==> src/rtl/uart_pkg.sv <==
// uart_pkg: shared UART arbiter state encoding and frame timing defaults.
package uart_pkg;
    typedef enum logic [2:0] {
        ST_IDLE,
        ST_ISSUE,
        ST_SPACE,
        ST_HOLD,
        ST_TAG
    } state_t;
    localparam int UART_DIV = 22;
    localparam int UART_FRAME_BITS = 10;
    // Two extra cycles for the transmitter's strobe sync, plus two of margin.
    localparam int FRAME_CYCLES_DEF = UART_DIV * UART_FRAME_BITS + 4;
    localparam logic [7:0] TAG_BASE_DEF = 8'hA0;
    function automatic logic [2:0] rr_next(logic [2:0] id, int n);
        return (int'(id) >= n - 1) ? 3'd0 : id + 3'd1;
    endfunction
endpackage

==> src/rtl/rr_pick.sv <==
// rr_pick: combinational round-robin pick of the first set request at or after ptr.
module rr_pick #(
    parameter int N = 3
) (
    input  logic [N-1:0] req,
    input  logic [2:0]   ptr,
    output logic [2:0]   idx,
    output logic         any
);
    // Walk offsets from farthest to nearest so the nearest hit overwrites.
    always_comb begin
        idx = '0;
        any = 1'b0;
        for (int k = N - 1; k >= 0; k--)
            for (int i = 0; i < N; i++)
                if (req[i] && i == (int'(ptr) + k) % N) begin
                    idx = 3'(i);
                    any = 1'b1;
                end
    end
endmodule

==> src/rtl/uart_tx_arbiter.sv <==
// uart_tx_arbiter: round-robin, packet-locked sharing of one UART byte transmitter.
// Define UART_TX_ARB_TAG_EN to prefix every packet with a TAG_BASE|grant_id byte.
module uart_tx_arbiter
    import uart_pkg::*;
#(
    parameter int N_REQ = 3,
`ifdef UART_TX_ARB_TAG_EN
    parameter logic [7:0] TAG_BASE = TAG_BASE_DEF,
`endif
    parameter int FRAME_CYCLES = FRAME_CYCLES_DEF
) (
    input  logic               clk,
    input  logic               rst_n,
    input  logic [N_REQ-1:0]   req,
    input  logic [N_REQ*8-1:0] req_data,
    input  logic [N_REQ-1:0]   req_last,
    output logic [N_REQ-1:0]   ack,
    output logic               tx_start,
    output logic [7:0]         tx_data,
    output logic               busy,
    output logic [2:0]         grant_id
);
    localparam int CW = $clog2(FRAME_CYCLES + 1);
    localparam logic [CW-1:0] CNT_LOAD = CW'(FRAME_CYCLES - 1);

    state_t state, state_nx;
    logic [CW-1:0] cnt, cnt_nx;
    logic [2:0] ptr, ptr_nx, gid, gid_nx, pick;
    logic [7:0] data_q, data_nx, g_data;
    logic [N_REQ-1:0] gm;
    logic any, last_q, last_nx, boot, g_req, g_last;

    rr_pick #(.N(N_REQ)) u_pick (
        .req(req),
        .ptr(ptr),
        .idx(pick),
        .any(any)
    );

    assign gm = N_REQ'(1) << gid;
    assign g_req = |(req & gm);
    assign tx_data = data_nx;
    assign busy = state != ST_IDLE;
    assign grant_id = gid;

    always_comb begin
        g_data = '0;
        g_last = 1'b0;
        for (int i = 0; i < N_REQ; i++)
            if (gm[i]) begin
                g_data = req_data[8*i +: 8];
                g_last = req_last[i];
            end
    end

    // Reset leaves cnt at 0, so boot forces one full frame of quiet before the
    // first grant; a byte cut off by reset still finishes on the line.
    always_comb begin
        state_nx = state;
        cnt_nx = cnt;
        ptr_nx = ptr;
        gid_nx = gid;
        last_nx = last_q;
        data_nx = data_q;
        ack = '0;
        tx_start = 1'b0;
        case (state)
            ST_IDLE: begin
                if (boot) cnt_nx = CNT_LOAD;
                else if (cnt != '0) cnt_nx = cnt - CW'(1);
                else if (any) begin
                    gid_nx = pick;
`ifdef UART_TX_ARB_TAG_EN
                    state_nx = ST_TAG;
`else
                    state_nx = ST_ISSUE;
`endif
                end
            end
`ifdef UART_TX_ARB_TAG_EN
            ST_TAG: begin
                tx_start = 1'b1;
                data_nx = TAG_BASE | {5'd0, gid};
                cnt_nx = CNT_LOAD;
                last_nx = 1'b0;
                state_nx = ST_SPACE;
            end
`endif
            ST_ISSUE: begin
                tx_start = 1'b1;
                ack = gm;
                data_nx = g_data;
                cnt_nx = CNT_LOAD;
                last_nx = g_last;
                state_nx = ST_SPACE;
            end
            ST_SPACE: begin
                cnt_nx = cnt - CW'(1);
                if (cnt <= CW'(1)) begin
                    cnt_nx = '0;
                    ptr_nx = last_q ? rr_next(gid, N_REQ) : ptr;
                    state_nx = last_q ? ST_IDLE : ST_HOLD;
                end
            end
            ST_HOLD: begin
                ptr_nx = g_req ? ptr : rr_next(gid, N_REQ);
                state_nx = g_req ? ST_ISSUE : ST_IDLE;
            end
            default: state_nx = ST_IDLE;
        endcase
    end

    always_ff @(posedge clk or negedge rst_n) begin
        if (!rst_n) begin
            state <= ST_IDLE;
            cnt <= '0;
            ptr <= '0;
            gid <= '0;
            last_q <= 1'b0;
            data_q <= '0;
            boot <= 1'b1;
        end else begin
            state <= state_nx;
            cnt <= cnt_nx;
            ptr <= ptr_nx;
            gid <= gid_nx;
            last_q <= last_nx;
            data_q <= data_nx;
            boot <= 1'b0;
        end
    end
endmodule

==> config.mk <==
export PLATFORM = sky130hd
export DESIGN_NAME = uart_tx_arbiter
export DESIGN_NICKNAME = d
export VERILOG_FILES = /design/src/rtl/uart_pkg.sv /design/src/rtl/rr_pick.sv /design/src/rtl/uart_tx_arbiter.sv
export SDC_FILE = /design/constraint.sdc
export NUM_CORES = 1
export LEC_CHECK = 0
export ABC_AREA = 1
export CAP_MARGIN = 30
export CORE_ASPECT_RATIO = 0.5
export CORE_UTILIZATION = 50
export CTS_BUF_LIST = sky130_fd_sc_hd__clkbuf_8
export CTS_CLUSTER_SIZE = 14
export DETAILED_ROUTE_END_ITERATION = 10
export PLACE_DENSITY = 0.84
export SYNTH_ARGS = -nofsm -noshare
export SYNTH_HDL_FRONTEND = slang
export SYNTH_SLANG_ARGS = --single-unit
==> constraint.sdc <==
create_clock -name clk -period 2.92 [get_ports clk]
set_input_delay 0.584 -clock clk [delete_from_list [all_inputs] [get_ports clk]]
set_output_delay 0.584 -clock clk [all_outputs]
set_load 0.01 [all_outputs]
[Yosys cells after proc, flatten, opt, wreduce, memory -nomap -nowiden]
Index checks and enable logic that the tools add are counted.
Operators by class
  div/mod/pow operators: 3
  muxes and demuxes: 42
  bitwise logic cells: 3
  equal/unequal tests: 16
  add/sub/neg operators: 4
  magnitude comparators: 2
  shift operators: 1
  reductions and logical operators: 22
Operators by type and width (number)
  $eq A2 B32 Y1 const A: 3
  $eq A3 B32 Y1 const A: 3
  $logic_not A32 Y1: 3
  $mod A32 B3 Y32 const B: 2
  $mux W8: 7
  $mod A4 B3 Y32 const B: 1
  $mux W3: 9
  $pmux W8 S3: 1
  $mux W2: 8
  $mux W1: 15
  $ne A2 B2 Y1 const B: 6
  $pmux W3 S4: 1
  $reduce_and A4 Y1: 3
  $logic_and A1 B1 Y1: 9
  $le A8 B1 Y1 const B: 1
  $reduce_bool A8 Y1: 1
  $sub A8 B1 Y8 const B: 1
  $eq A3 B2 Y1 const B: 2
  $pmux W3 S2: 1
  $reduce_bool A3 Y1: 2
  $add A3 B1 Y4 const B: 1
  $add A3 B2 Y4 const B: 1
  $add A3 B1 Y3 const B: 1
  $and A3 B3 Y3: 1
  9 further kinds: 10
Word-level totals
  logic and storage cells: 100
  flip-flop bits (word level): 27
  output and inout bits: 16
  bits of input ports: 32

[Depth between registers and ports, before layout]
  depth after elaboration: 17
  depth in mapped cells: 31
  depth with buffers taken out: 31

[Hierarchy]
Synthesis repeated with hierarchy kept, for this count alone.
Unflattened totals
  cells, all modules: 436
  area total of the unflattened synthesis: 2991.6 µm²
By module, submodules not included
  uart_tx_arbiter: cells an instance 246, times used 1, sequential area each 651.9 µm², area an instance 1810.5 µm²
  rr_pick: cells an instance 190, times used 1, sequential area each 0.0 µm², area an instance 1181.1 µm²

[Worst setup path before layout]
Ideal clock, no wire load.
  kind: reg-to-reg
  start: reg ptr[1]
  end: reg state[1]
  path buffers: 0
  arrival time: 3080 ps
  setup time: 118 ps
  setup slack: -278 ps
  cell stages (with the launch flop): 31
  data required time: 2802 ps
  period minus slack after synthesis: 3198 ps
  cell sequence: dfrtp_1 > ha_1 > inv_1 > nand2_1 > nand2_1 > inv_1 > nand2_1 > inv_1 > ha_1 > ha_1 > inv_1 > nand4_1 > nand2_1 > inv_2 > ha_1 > inv_1 > nand3_2 > nor2_4 > nand2_2 > nand2_1 > nand2_2 > inv_2 > nor2_1 > nand2_1 > nand2_1 > nor2_2 > nand3_2 > nand2_1 > nand2_1 > nand3_1 > nand2_1
On the way
  longest elaborated chain between the ends: 15
  elaborated cells between the ends (all ways): 34
  classes of those cells: add/sub (2); div (3); eq/ne (7); mux (9); reduce/logical (13)
Ends and longest elaborated chain
  start: declaration: RTL line uart_tx_arbiter.sv:28  | logic [2:0] ptr, ptr_nx, gid, gid_nx, pick;
  start signal: assignment: RTL line uart_tx_arbiter.sv:125  | ptr <= ptr_nx;
  $add A3 B2 Y4: RTL line rr_pick.sv:16  | if (req[i] && i == (int'(ptr) + k) % N) begin
  $mod A32 B3 Y32: RTL line rr_pick.sv:16
  $logic_not A32 Y1: RTL line rr_pick.sv:16
  $logic_and A1 B1 Y1: RTL line rr_pick.sv:16
  $mux W1 (8 in a row): RTL line rr_pick.sv:16
  $mux W1 (*): RTL line rr_pick.sv:16
  $ne A2 B2 Y1 (no source line) (*)
  $reduce_and A4 Y1 (no source line) (*)
  end signal: assignment: RTL line uart_tx_arbiter.sv:123  | state <= state_nx;
  end: declaration: RTL line uart_tx_arbiter.sv:26  | state_t state, state_nx;
Every way passes the cells marked *; elsewhere a longest branch is shown, timed or not.
A chain may end at the register's enable or synchronous reset.

[Worst setup path in the final report]
  start: reg ptr[1]
  end: reg state[0]
The elaborated chain is that of the path after synthesis.

==> results_dict.tcl <==
set metrics [dict create \
    hold_viol_final 0 \
    yosysTopAreaCell "dfrtp_1" \
    avgSynthCellArea_sq_um 6.414 \
    fin_skew_ns 0.001426 \
    min_path_cells 1 \
    nets 562 \
    post_drt_wl_per_cell_um 12.55 \
    startpoint_type "flip-flop" \
    track_usage 0.2595 \
    reg2reg_slack_ns -0.21 \
    hold_end "cnt[1]$_DFFE_PN0P_" \
    antenna_found_initial 0 \
    relSlewSlack 0.6456 \
    cts_hold_buf 0 \
    reg2reg_to "state[0]$_DFFE_PN0P_" \
    cts_buffer_depth 2 \
    status "finished, violations left" \
    portBuffers 46 \
    reg2reg_from "ptr[1]$_DFFE_PN0P_" \
    period_share 1.071 \
    p_switching_mw 2.331 \
    route.detailed.drc 0 \
    crit_type "flip-flop to flip-flop" \
    clock_latency_ns 0.27 \
    vias 2954 \
    drv_slew 0 \
    grt_max_degree 26 \
    crit_top_cell "nand2_2" \
    core_sq_um 5000 \
    critical_path_peak_fanout 4 \
    rsz0062_at_grt "yes" \
    holdCritStartpoint "cnt[1]$_DFFE_PN0P_" \
    drtIter0Drc 117 \
    cts_made_buffers 3 \
    synthCells 411 \
    worst-r2r-cell-count 28 \
    netlist_top_cells_area "dfrtp_1, nand2_1, ha_1, inv_1, nor2_1" \
    clkSinkCount 25 \
    die_w_um 104.7 \
    max_freq_mhz 319.8 \
    power.density_nw_per_um2 1219 \
    drive_above_1_share 0.2277 \
    hold_slack_ns 0.4973 \
    dp_hpwl_mm 5.206 \
    maxCapViolCount 0 \
    grt_pass1_wl_mm 11.49 \
    seqPwrFrac 0.132 \
    ant_nets 0 \
    overflow 0 \
    cts_tree "built" \
    drt_pass1_iterations 5 \
    die_y_um 53.35 \
    setup_ws_ns -0.2068 \
    ys_seq_elements 25 \
    ys_seq_area_frac 0.2378 \
    violations "negative setup slack" \
    worst_slew_pin_slew_ns 0.5281 \
    worstPathRequired_ns 3.09 \
    pin_count 48 \
    viasPerCell 5.137 \
    start_util 0.5273 \
    cts_root_buf "clkbuf_8" \
    path_clk_slew_ns 0.09 \
    critPathSlowestCell "dfrtp_2" \
    synth_top_area_frac 0.2278 \
    syn_area_sq_um 2636 \
    hp-class "flip-flop to flip-flop" \
    placed_area_sq_um 3487 \
    nFillCells 371 \
    drt_wl_total_mm 7.216 \
    synth_cell_type_count 36 \
    worstPathArrival_ns 3.30 \
    critPathLaunch "ptr[1]$_DFFE_PN0P_" \
    die_area_sq_um 5585 \
    yosysWarningCount 0 \
    fin_area_sq_um 3714 \
    fp-row-count 18 \
    p_leak_nw 1.869 \
    cts_max_level 1 \
    gp_congestion 0.8714 \
    combPwrFrac 0.822 \
    p_int_mw 2.195 \
    netSwitchingFraction 0.5150 \
    min_period_ns 3.127 \
    finalSetupViolCount 4 \
    p_clk_frac 0.047 \
    cp-end-kind "flip-flop" \
    area_growth_pct 40.86 \
    antenna_cells 0 \
    vdd_drop_max_v 0.0005882 \
    grt_pass1_vias 2680 \
    cpPeakStageDelay_ns 0.46 \
]
## layout make-up
cell class / instances / area, sq um / area share
Inverter: 71 / 269.0 / 0.07244
Multi-Input combinational cell: 311 / 1861 / 0.5010
Clock inverter: 1 / 5.005 / 0.001348
Clock buffer: 3 / 41.29 / 0.01112
Timing Repair Buffer: 94 / 820.8 / 0.2210
Tap cell: 70 / 87.58 / 0.02358
Sequential cell: 25 / 629.4 / 0.1695
## synthesized netlist by cell type
library cell	n
nand3b_1	2
nor3_1	3
a21oi_1	11
dfrtp_1	24
ha_1	24
o31ai_1	2
nand2_2	3
a41oi_1	1
buf_2	1
dfstp_2	1
nand3_2	8
o21bai_1	1
inv_2	6
nand2_1	99
nor2_4	2
inv_1	65
nand2_4	4
a31oi_1	6
nand3_1	41
o21a_1	2
clkbuf_1	2
o211a_1	1
o21ai_0	16
a22oi_1	4
o32ai_1	1
buf_6	1
nor2_2	3
o211ai_1	1
nor4_1	1
nor2_1	55
xor2_1	4
conb_1	1
o21ai_2	3
buf_4	1
nand4_1	9
o21ai_1	2
## critical path: cells and delay by family (launching register included)
family	cells	cell delay, ns
adders and majority gates	4	0.66
buffers and inverters	6	0.32
DFF	1	0.46
and+or+nand+nor	18	1.56
## how the worst max path moves through the flow
stage | to | cells after the start
after CTS | state[1]$_DFFE_PN0P_ | 30
after global routing | state[1]$_DFFE_PN0P_ | 30
after detailed placement | state[1]$_DFFE_PN0P_ | 30
after floorplan | state[1]$_DFFE_PN0P_ | 30
final | state[0]$_DFFE_PN0P_ | 28
after global placement | state[1]$_DFFE_PN0P_ | 30
## metrics by stage
step	power [mW]	utilization	worst slack, ns	instances	TNS (ns)
floorplan	2.795	-	-0.04976	412	-0.1443
global placement	3.730	0.6974	-0.1343	557	-0.4606
detailed placement	3.785	0.6974	-0.1905	557	-0.6839
CTS	4.286	0.7262	-0.07714	569	-0.2974
global route	4.966	0.7427	-0.4616	575	-1.766
finish	4.526	0.7427	-0.2068	575	-0.7492
## flip-flops by register name, summed over array words and instances (netlist names)
name      flops
last_q        1
grant_id      2
data_q        8
boot          1
ptr           3
state         2
cnt           8
## placed cells by master (no fill, tap or decap), types with 3 or more instances in the layout
cell and count:
nand2_1 88, inv_1 58, nor2_1 50, buf_4 48
clkdlybuf4s50_1 46, nand3_1 38, dfrtp_1 22, ha_1 19
o21ai_0 16, inv_2 12, nand2_2 12, a21oi_1 11
nand3_2 10, nand4_1 9, nand2_4 6, nor2_2 6
a31oi_1 6, ha_4 5, xor2_1 4, nor2_4 4
a22oi_1 4, o21ai_2 3, nor3_1 3, clkbuf_8 3
## cell families after synthesis
| logic type | after synthesis | synth area share |
|---|---|---|
| buffers and inverters | 76 | 0.1130 |
| AOI/OAI and AO/OA | 51 | 0.1182 |
| adders and majority gates | 24 | 0.1139 |
| other | 1 | 0.001422 |
| DFF | 25 | 0.2378 |
| xor gates and xnor gates | 4 | 0.01329 |
| and+or+nand+nor | 230 | 0.4025 |
## power groups by stage
| stage | Sequential (mW) | Combinational (mW) | Clock, mW |
|---|---|---|---|
| after floorplan | 0.589 | 2.21 | 0 |
| after global placement | 0.592 | 3.14 | 0 |
| after detailed placement | 0.597 | 3.19 | 0 |
| after CTS | 0.594 | 3.48 | 0.216 |
| after global routing | 0.609 | 4.13 | 0.230 |
| final | 0.595 | 3.72 | 0.210 |
## repair_timing
item                       CTS  global route
resized for setup           11            11
pin swaps                   15             4
setup endpoints to repair    4             8
buffers inserted             8             6
## routing by layer
metal | up-vias | track usage | wire (um)
li1 | 1511 | - | -
met1 | 1354 | 0.3190 | 3333
met2 | 76 | 0.4879 | 3550
met3 | 13 | 0.03695 | 234
met4 | 0 | 0.07042 | 97
met5 | - | 0 | 0
(Power assumes the default switching activity.)
